### config.mk
export PLATFORM = sky130hd
export DESIGN_NAME = apb3_slot_mux_tmo
export DESIGN_NICKNAME = d
export VERILOG_FILES = /design/src/rtl/apb3_slot_mux_tmo.sv
export SDC_FILE = /design/constraint.sdc
export NUM_CORES = 1
export LEC_CHECK = 0
export BUFFER_PORTS_ARGS = -buffer_cell sky130_fd_sc_hd__buf_2
export CORE_AREA = 5 5 107 109
export CTS_BUF_LIST = sky130_fd_sc_hd__clkbuf_16
export DETAILED_ROUTE_END_ITERATION = 7
export DIE_AREA = 0 0 112 114
export PLACE_DENSITY = 0.7
export SLEW_MARGIN = 15
export SYNTH_ARGS = -nofsm -noshare
export SYNTH_HDL_FRONTEND = slang
export SYNTH_SLANG_ARGS = --single-unit
### constraint.sdc
create_clock -name PCLK -period 2.95 [get_ports PCLK]
set_clock_uncertainty 0.15 [all_clocks]
set_input_delay 0.7375 -clock PCLK [delete_from_list [all_inputs] [get_ports PCLK]]
set_output_delay 0.7375 -clock PCLK [all_outputs]
set_load 0.005 [all_outputs]
### src/rtl/apb3_slot_mux_tmo.sv
// APB3 one-to-N slot decoder and response mux. A stalled slot is cut off
// after TMO_CYCLES access cycles with an error response. The first
// offending slot and a saturating event count are kept as sticky status.
module apb3_slot_mux_tmo #(
  parameter int unsigned APB_DWIDTH = 32,
  parameter int unsigned NUM_SLOTS  = 3,
  parameter logic [15:0] SLOT_EN    = 16'h0007,
  parameter int unsigned SLOT_LSB   = 16,
  parameter logic [15:0] TMO_CYCLES = 16'd255
) (
  input  logic                            PCLK,
  input  logic                            PRESET,
  input  logic                            PSEL,
  input  logic                            PENABLE,
  input  logic                            PWRITE,
  input  logic [31:0]                     PADDR,
  input  logic [APB_DWIDTH-1:0]           PWDATA,
  output logic [APB_DWIDTH-1:0]           PRDATA,
  output logic                            PREADY,
  output logic                            PSLVERR,
  output logic [NUM_SLOTS-1:0]            PSELS,
  output logic [31:0]                     PADDRS,
  output logic                            PENABLES,
  output logic                            PWRITES,
  output logic [APB_DWIDTH-1:0]           PWDATAS,
  input  logic [NUM_SLOTS*APB_DWIDTH-1:0] PRDATAS,
  input  logic [NUM_SLOTS-1:0]            PREADYS,
  input  logic [NUM_SLOTS-1:0]            PSLVERRS,
  input  logic                            TMO_CLR,
  output logic                            TMO_FLAG,
  output logic [3:0]                      TMO_SLOT,
  output logic [7:0]                      TMO_CNT
);

  typedef enum logic [1:0] {StIdle, StAccess, StTerm} state_e;

  // Keeps only the slot-local address bits below SLOT_LSB.
  localparam logic [31:0] LocalMask = (32'd1 << SLOT_LSB) - 32'd1;

  state_e      state_q, state_d;
  logic [15:0] wait_q, wait_d;
  logic        tmo_flag_q, tmo_flag_d;
  logic [3:0]  tmo_slot_q, tmo_slot_d;
  logic [7:0]  tmo_cnt_q, tmo_cnt_d;

  logic [3:0]            slot;
  logic                  mapped;
  logic                  slv_ready;
  logic                  slv_err;
  logic [APB_DWIDTH-1:0] slv_rdata;
  logic                  tmo_fire;

  assign slot     = PADDR[SLOT_LSB+3:SLOT_LSB];
  assign PADDRS   = PADDR & LocalMask;
  assign PWRITES  = PWRITE;
  assign PWDATAS  = PWDATA;
  assign PENABLES = PENABLE;

  // Slot decode and response select; the loop bound keeps every index inside NUM_SLOTS.
  always_comb begin
    mapped    = 1'b0;
    slv_ready = 1'b0;
    slv_err   = 1'b0;
    slv_rdata = '0;
    for (int unsigned i = 0; i < NUM_SLOTS; i++) begin
      if (slot == 4'(i)) begin
        mapped    = SLOT_EN[i];
        slv_ready = PREADYS[i];
        slv_err   = PSLVERRS[i];
        slv_rdata = PRDATAS[i*APB_DWIDTH +: APB_DWIDTH];
      end
    end
  end

  // A ready slave on the limit cycle wins over the timeout.
  assign tmo_fire = (TMO_CYCLES != 16'd0) && PSEL && PENABLE && (state_q == StAccess) &&
                    mapped && !slv_ready && (wait_q == TMO_CYCLES - 16'd1);

  // Per-slot select; never during the cut-off cycle or while in reset.
  always_comb begin
    PSELS = '0;
    for (int unsigned i = 0; i < NUM_SLOTS; i++) begin
      PSELS[i] = PSEL && mapped && (slot == 4'(i)) && (state_q != StTerm) && !PRESET;
    end
  end

  // Master-side response; reset forces the idle response.
  always_comb begin
    PRDATA  = '0;
    PREADY  = 1'b1;
    PSLVERR = 1'b0;
    if (!PRESET) begin
      unique case (state_q)
        StAccess: begin
          if (mapped) begin
            PRDATA  = slv_rdata;
            PREADY  = slv_ready;
            PSLVERR = slv_err;
          end else begin
            PSLVERR = 1'b1;
          end
        end
        StTerm:  PSLVERR = 1'b1;
        default: ;
      endcase
    end
  end

  // Next state, wait counter and sticky timeout status.
  always_comb begin
    state_d    = state_q;
    wait_d     = wait_q;
    tmo_flag_d = tmo_flag_q;
    tmo_slot_d = tmo_slot_q;
    tmo_cnt_d  = tmo_cnt_q;

    unique case (state_q)
      StIdle:   if (PSEL && !PENABLE) state_d = StAccess;
      StAccess: begin
        if (tmo_fire)    state_d = StTerm;
        else if (PREADY) state_d = StIdle;
      end
      StTerm:   state_d = StIdle;
      default:  state_d = StIdle;
    endcase
    if (!PSEL) state_d = StIdle;

    if (state_q == StIdle && state_d == StAccess) begin
      wait_d = '0;
    end else if (state_q == StAccess && PENABLE && mapped && !slv_ready &&
                 wait_q != 16'hFFFF) begin
      wait_d = wait_q + 16'd1;
    end

    if (tmo_fire) begin
      tmo_flag_d = 1'b1;
      if (TMO_CLR) begin
        tmo_cnt_d  = 8'd1;
        tmo_slot_d = slot;
      end else begin
        if (tmo_cnt_q != 8'hFF) tmo_cnt_d = tmo_cnt_q + 8'd1;
        if (!tmo_flag_q)        tmo_slot_d = slot;
      end
    end else if (TMO_CLR) begin
      tmo_flag_d = 1'b0;
      tmo_slot_d = '0;
      tmo_cnt_d  = '0;
    end
  end

  // State and status registers with synchronous reset.
  always_ff @(posedge PCLK) begin
    if (PRESET) begin
      state_q    <= StIdle;
      wait_q     <= '0;
      tmo_flag_q <= 1'b0;
      tmo_slot_q <= '0;
      tmo_cnt_q  <= '0;
    end else begin
      state_q    <= state_d;
      wait_q     <= wait_d;
      tmo_flag_q <= tmo_flag_d;
      tmo_slot_q <= tmo_slot_d;
      tmo_cnt_q  <= tmo_cnt_d;
    end
  end

  assign TMO_FLAG = tmo_flag_q;
  assign TMO_SLOT = tmo_slot_q;
  assign TMO_CNT  = tmo_cnt_q;

endmodule

## Yosys cells after proc, flatten, opt, wreduce, memory -nomap -nowiden

Cells that the tools add are included.

| storage, ports and cells | value |
|---|---|
| register bits | 31 |
| input bits | 172 |
| logic and storage cells | 84 |

| cells by class | value |
|---|---|
| equality and inequality tests | 10 |
| add/subtract/negate cells | 2 |
| reductions and logical operators | 31 |
| muxes and demuxes | 36 |

Operators by type and width:

| operator | count |
|---|---|
| 32-bit 2-to-1 mux | 6 |
| 8-bit 2-to-1 mux | 4 |
| 1-bit logical AND | 21 |
| 16-bit by 1-bit adder with 16-bit output (second input constant) | 1 |
| 16-bit by 8-bit == test with 1-bit output (second input constant) | 1 |
| 1-bit 2-to-1 mux | 16 |
| 4-bit 2-to-1 mux | 4 |
| 16-bit != test (second input constant) | 1 |
| 8-bit by 1-bit adder with 8-bit output (second input constant) | 1 |
| 2-bit 2-to-1 mux | 4 |
| 8-bit != test (second input constant) | 1 |
| 2-bit by 1-bit == test with 1-bit output (second input constant) | 2 |
| 4-bit by 1-bit == test with 1-bit output (second input constant) | 1 |
| 4-bit by 2-bit == test with 1-bit output (second input constant) | 1 |
| 4-bit zero test | 1 |
| 2-bit != test (second input constant) | 2 |
| 2-bit one-hot mux with 2 select lines | 1 |
| 2-bit AND reduction | 2 |
| 2-bit nonzero test | 2 |
| 1-bit zero test | 3 |
| 2-bit == test (second input constant) | 1 |
| 2-bit zero test | 1 |
| 1-bit one-hot mux with 2 select lines | 1 |
| 2-bit OR reduction | 1 |

## Longest topological paths before layout

Gate-level depths: netlist of run 1.

| depth | value |
|---|---|
| word-level depth | 14 |
| depth in mapped cells | 9 |
| gate-level depth less buffers | 7 |

## Worst setup path before layout of run 1

Ideal clock, no wire load.

| path | value |
|---|---|
| path kind | in2out |
| start | in PADDR[17] |
| end | out PRDATA[10] |
| data arrival time | 2.250 ns |
| stages on the path | 7 |
| setup slack | -0.188 ns |
| path through | clkbuf_1 buf_1 clkbuf_1 mux2i_1 nor2_1 a21oi_1 nor2_1 |

| on the way | value |
|---|---|
| cells in the longest elaborated chain, start to end | 7 |

Ends and longest elaborated chain:

| element | line | text |
|---|---|---|
| start: declaration | 16 | `input logic [31:0] PADDR,` |
| 4-bit zero test | 66 | `if (slot == 4'(i)) begin` |
| 32-bit 2-to-1 mux / 1-bit 2-to-1 mux (equally long branches) (3 in series) | 66 |  |
| 32-bit 2-to-1 mux * | 95 | `if (mapped) begin` |
| 32-bit 2-to-1 mux * | 93 | `unique case (state_q)` |
| 32-bit 2-to-1 mux * | 92 | `if (!PRESET) begin` |
| end: declaration | 18 | `output logic [APB_DWIDTH-1:0] PRDATA,` |

Mark *: on every way between the ends. The rest lies on a longest branch, timed or not.

## Worst setup path after layout of run 1

| path | value |
|---|---|
| start | in PADDR[17] |
| end | out PRDATA[8] |

The elaborated chain is that of the path after synthesis.

==> results of run 1 <==
==> synthesized netlist by cell type (all sizes together) (4+ instances only) <==
cell type,count
a21oi,62
and2,5
and4,6
buf,68
clkbuf,21
dfxtp,31
ha,6
inv,8
mux2i,32
nand2,11
nand2b,4
nand3,13
nand4,5
nor2,73
o21ai,11
o31ai,13
or3,4
or4,15
==> cell type report <==
cell class | instances | area (sq um) | area share (%)
multi-input combinational | 317 | 1913 | 49.37
clock inverter | 3 | 11.26 | 0.2906
inverter | 8 | 30.03 | 0.7749
timing repair buffer | 181 | 997.2 | 25.73
tap | 140 | 175.2 | 4.520
antenna | 1 | 2.502 | 0.06458
clock buffer | 5 | 125.1 | 3.229
sequential | 31 | 620.6 | 16.02
==> worst min path at each step <==
stage,from,end,depth (start not counted)
3_3_place_gp,TMO_SLOT[2],TMO_SLOT[2],1
6_report,TMO_SLOT[3],TMO_SLOT[3],1
2_1_floorplan,TMO_SLOT[2],TMO_SLOT[2],1
4_1_cts,TMO_SLOT[2],TMO_SLOT[2],1
3_5_place_dp,TMO_SLOT[2],TMO_SLOT[2],1
5_1_grt,TMO_SLOT[2],TMO_SLOT[2],1
==> power groups by stage <==
stage / clock network (mW) / logic [mW] / registers, mW
floorplan: 0 / 0.189 / 0.429
global placement: 0 / 0.236 / 0.430
detailed placement: 0 / 0.242 / 0.430
CTS: 0.485 / 0.242 / 0.421
global route: 0.505 / 0.272 / 0.421
finish: 0.476 / 0.243 / 0.421
==> worst max-delay path, delay by kind of cell <==
kind / cells / cell delay, ns
buffers and inverters: 4 / 0.71
muxes: 1 / 0.20
AOI/OAI and AO/OA: 1 / 0.13
and+or+nand+nor: 2 / 0.10
==> kinds of logic after synthesis <==
group	count (synthesis)	synth area share, %
simple gates	154	25.61
compound gates	108	21.10
buf+inv	97	19.88
mux	32	10.41
flops	31	20.16
fa+ha+maj	6	2.439
other cells	1	0.1218
xor+xnor	1	0.2846
==> repair_timing <==
action | in CTS | in global routing
setup endpoints to repair | 0 | 35
resized for setup | 0 | 4
hold buffers | 0 | 0
==> flip-flops by register name, summed over array words and instances, names as in the netlist <==
name      flops
TMO_SLOT      4
wait_q       16
state_q       2
TMO_CNT       8
TMO_FLAG      1
==> layer usage <==
layer | vias up | global-route usage, %
li1 | 1678 | -
met1 | 1596 | 16.61
met2 | 162 | 25.78
met3 | 23 | 3.714
met4 | 2 | 5.689
met5 | - | 0
==> results.cfg, run 1 <==
[clock_tree]
cts_max_path_buffers = 2
clkSinkCount = 31
cts_tree = built
post_cts_buffers = 0
numCtsBuffers = 5
cts_root_buffer = clkbuf_16
path_clk_slew_ns = 0.05
insertion_delay_ns = 0.28
cts_htree_levels = 2

[yosys]
synth_area_leaders = dfxtp_1, buf_4, mux2i_1
synthCells = 430
synth_top_area_cell = dfxtp_1
synth-seq-cells = 31
syn_area_sq_um = 3078
yosysSeqAreaShare_pct = 20.16
synth_ff_type = dfxtp_1
avgSynthCellArea_sq_um = 7.158
yosys.area.top_type_share_pct = 20.16
synth-edff-count = 0
synthArstFlopShare_pct = 0
synth_cell_types = 45
yosys_warnings = 0

[sta]
finalSetupTns_ns = 0
slew_viol_final = 0
worst_pin_slew_ns = 0.7536
setup_slack_ns = 0.1673
setup-violations-final = 0
whs_ns = 0.2989
relSlewSlack_pct = 49.23
layout_min_cycle_time_ns = 2.783
fmax_mhz = 359.4
post-route-period-util_pct = 94.33
rsz0062_at_grt = false
hold_viol = 0

[die]
core_sq_um = 10510
die-area_sq_um = 12770
rows = 38
fp.dieH_um = 114
die_x_um = 112
io_pins = 288
initial_utilization_pct = 29.29

[setup_path]
reg2reg_from = wait_q[8]
crit_required_ns = 2.06
worstPathArrival_ns = 1.90
critical_path_class = in -> out
rr_endpoint = TMO_CNT[4]
endpoint = PRDATA[8]
crit_fanout = 18
worst_setup_path_end_kind = output port
critPathLaunch = PADDR[17]
startpoint_type = input port
cp_cell_sequence = buf_2, buf_12, buf_4, mux2i_1, nor2_1, a21oi_1, nor2_1, buf_2
reg2regPathDepth = 5
max_stage_delay_ns = 0.22
slowest_stage = buf_4
ff2ff_setup_slack_ns = 0.31

[routing]
drcViolationCount = 0
first_pass_iters = 4
highest_layer = met5
wl_met2_mm = 4.883
met1_length_mm = 3.867
vias_per_cell = 5.045
routedWlPerCell_um = 14.34
first_iter_violations = 137
drtAntennaViolNets = 0
dr_total_vias = 3461
wirelength_mm = 9.834
met3_length_um = 864

[global_route]
grt_start_max_net_pins = 30
grt_pass1_wl_mm = 15.52
antenna_found_initial = 2
grt_usage_pct = 14.47
grt-ovfl-total = 0
grt_pass1_vias = 3328

[finish]
final_common_cell = buf_2
areaGrowthSynthToFinish_pct = 25.89
fillers = 1115
final_cell_mix = buf_2, nor2_1, a21oi_1
layout.cells.non_filler = 686
nNetsFinal = 722
design_area_sq_um = 3875
drive_above_1_share_pct = 35.60
final_core_util_pct = 36.88

[worst_hold_path]
hp-class = reg -> reg

[pwr]
p_leak_nw = 1.813
power_frac_clock_pct = 41.7
ir_drop_uv = 216.0
power_mw = 1.141
p_int_uw = 846.0
p_sw_uw = 294.7
power_density_nw_per_um2 = 294.4
seq_power_share_pct = 36.9
swShare_pct = 25.83
combPwrFrac_pct = 21.3

[placed_design]
io_buffers = 161
hpwl_mm = 8.112
dp.cells = 677
gp_congestion = 0.8377
place_area_sq_um = 3724
pre_cts_ws_ns = 0.006803

[job]
drv_cap = 0

[status]
outcome = completed
Note: power is estimated with default switching activity, not from simulation.
==> run 2, diff against run 1 <==
CELL_PAD_IN_SITES_DETAIL_PLACEMENT = 1   (was not set)
CELL_PAD_IN_SITES_GLOBAL_PLACEMENT = 1   (was not set)
CORE_AREA = not set   (was 5 5 107 109)
CORE_MARGIN = 5   (was not set)
CORE_UTILIZATION = 24   (was not set)
DIE_AREA = not set   (was 0 0 112 114)
PLACE_DENSITY = not set   (was 0.7)
PLACE_DENSITY_LB_ADDON = 0.1   (was not set)
clock period = 3 ns   (was 2.95 ns; I/O delays follow)
==> run 2 against run 1 <==
Compared with the run above: first-iteration DRC count decreased by 21%; count of clock-buffer cells in the layout stayed put; sequential share of layout area fell by 0.11 points; critical path type unchanged; largest power group unchanged; sequential power fell by 2%; highest routed layer unchanged; largest cell class unchanged; register-to-register slack is essentially flat; cell count up 4.2%.
==> results.cfg, run 2 (synthesis results as in run 1) <==
[global_route]
grt_pass1_wl_mm = 18.17
grt_pass1_vias = 3623
grt_usage_pct = 15.05
grt_start_max_net_pins = 34
antenna_found_initial = 2
grt-ovfl-total = 0

[setup_path]
slowest_stage = buf_4
cp_num_buf_inv = 3
max_stage_delay_ns = 0.39
cp_top_family = buffers and inverters
cp_cell_sequence = buf_2, buf_4, mux2i_1, nor2_1, a21oi_1, nor2_1, buf_2
worstPathArrival_ns = 1.93
crit_required_ns = 2.10
worst_setup_path_end_kind = output port
startpoint_type = input port
path_depth = 7
critical_path_class = in -> out
reg2regPathDepth = 5
crit_fanout = 25

[placed_design]
gp_congestion = 0.7605
hpwl_mm = 9.497
io_buffers = 161
pre_cts_ws_ns = -0.06337

[clock_tree]
cts_max_path_buffers = 2
cts_htree_levels = 2
insertion_delay_ns = 0.28
cts_root_buffer = clkbuf_16
post_cts_buffers = 0
numCtsBuffers = 5
path_clk_slew_ns = 0.05
clkSinkCount = 31
cts_tree = built

[routing]
first_pass_iters = 4
wirelength_mm = 11.53
drtAntennaViolNets = 0
vias_per_cell = 4.720
routedWlPerCell_um = 16.13
drcViolationCount = 0
dr_total_vias = 3375
first_iter_violations = 108

[finish]
seqCellArea_sq_um = 620.6
final_cell_mix = buf_2, nor2_1, a21oi_1
largest_register_ffs = 16
final_common_cell = buf_2
drive_above_1_share_pct = 35.79
fillers = 1660
areaGrowthSynthToFinish_pct = 26.79
multi_input_area_sq_um = 1912
nNetsFinal = 719
final_core_util_pct = 30.92
top_register = wait_q

[sta]
hold_viol = 0
fmax_mhz = 353.0
setup_slack_ns = 0.1675
slew_viol_final = 0
finalSetupTns_ns = 0
layout_min_cycle_time_ns = 2.833
post-route-period-util_pct = 94.42
setup-violations-final = 0
rsz0062_at_grt = false

[pwr]
ir_drop_uv = 142.0
power_density_nw_per_um2 = 313.1
power_frac_clock_pct = 47.3
seq_power_share_pct = 33.8
swShare_pct = 25.32
p_leak_nw = 1.800
p_int_uw = 912.5
p_sw_uw = 309.4
combPwrFrac_pct = 18.9

[die]
die-area_sq_um = 15190
core_sq_um = 12620
die_x_um = 123.2
io_pins = 288
initial_utilization_pct = 24.39
fp.dieH_um = 123.2
rows = 41

[status]
outcome = completed

[job]
drv_cap = 0

[worst_hold_path]
worstHoldPathCells = 1
hp-class = reg -> reg
==> run 2: power by group through the flow <==
stage	clock, mW	combinational (mW)	sequential [mW]
2_1_floorplan	0	0.185	0.422
3_3_place_gp	0	0.229	0.422
3_5_place_dp	0	0.233	0.423
4_1_cts	0.589	0.234	0.414
5_1_grt	0.617	0.261	0.413
6_report	0.578	0.231	0.414
==> run 2: cell type report <==
| cell class | instances | share of cell area [%] |
|---|---|---|
| Tap cell | 172 | 5.515 |
| Antenna cell | 1 | 0.06412 |
| Sequential cell | 31 | 15.90 |
| Multi-Input combinational cell | 317 | 48.99 |
| Clock inverter | 3 | 0.9939 |
| Inverter | 8 | 0.7695 |
| Timing Repair Buffer | 178 | 24.56 |
| Clock buffer | 5 | 3.206 |
==> run 2: per-layer routing <==
metal / routed length, um / GRT usage, % / vias to the layer above
li1: - / - / 1671
met1: 4513 / 16.99 / 1559
met2: 5936 / 27.08 / 123
met3: 901 / 4.483 / 20
met4: 163 / 4.706 / 2
met5: 20 / 0 / -
==> run 2: what timing repair did <==
| item | 4_1_cts | 5_1_grt |
|---|---|---|
| hold buffers | 0 | 0 |
| resized for setup | 1 | 1 |
| pin swaps | 0 | 0 |
| endpoints found under the setup margin | 1 | 1 |
==> run 2: final timing paths <==
check / startpoint / endpoint / slack, ns
hold / removal: TMO_SLOT[3] / TMO_SLOT[3] / 0.30
setup / recovery: PADDR[17] / PRDATA[6] / 0.17
hold reg to reg: TMO_SLOT[3] / TMO_SLOT[3] / 0.30
setup reg to reg: wait_q[8] / TMO_CNT[2] / 0.31
==> run 2: through the flow <==
stage	total power, mW	cells	hold WS (ns)	instance area [sq um]
after floorplan	0.6076	445	0.2963	3136
after detailed placement	0.6554	706	0.2975	3729
after global routing	1.291	715	0.3143	3902
after global placement	0.6512	706	0.2840	3729
after CTS	1.237	714	0.3062	3896
final	1.222	715	0.2986	3902
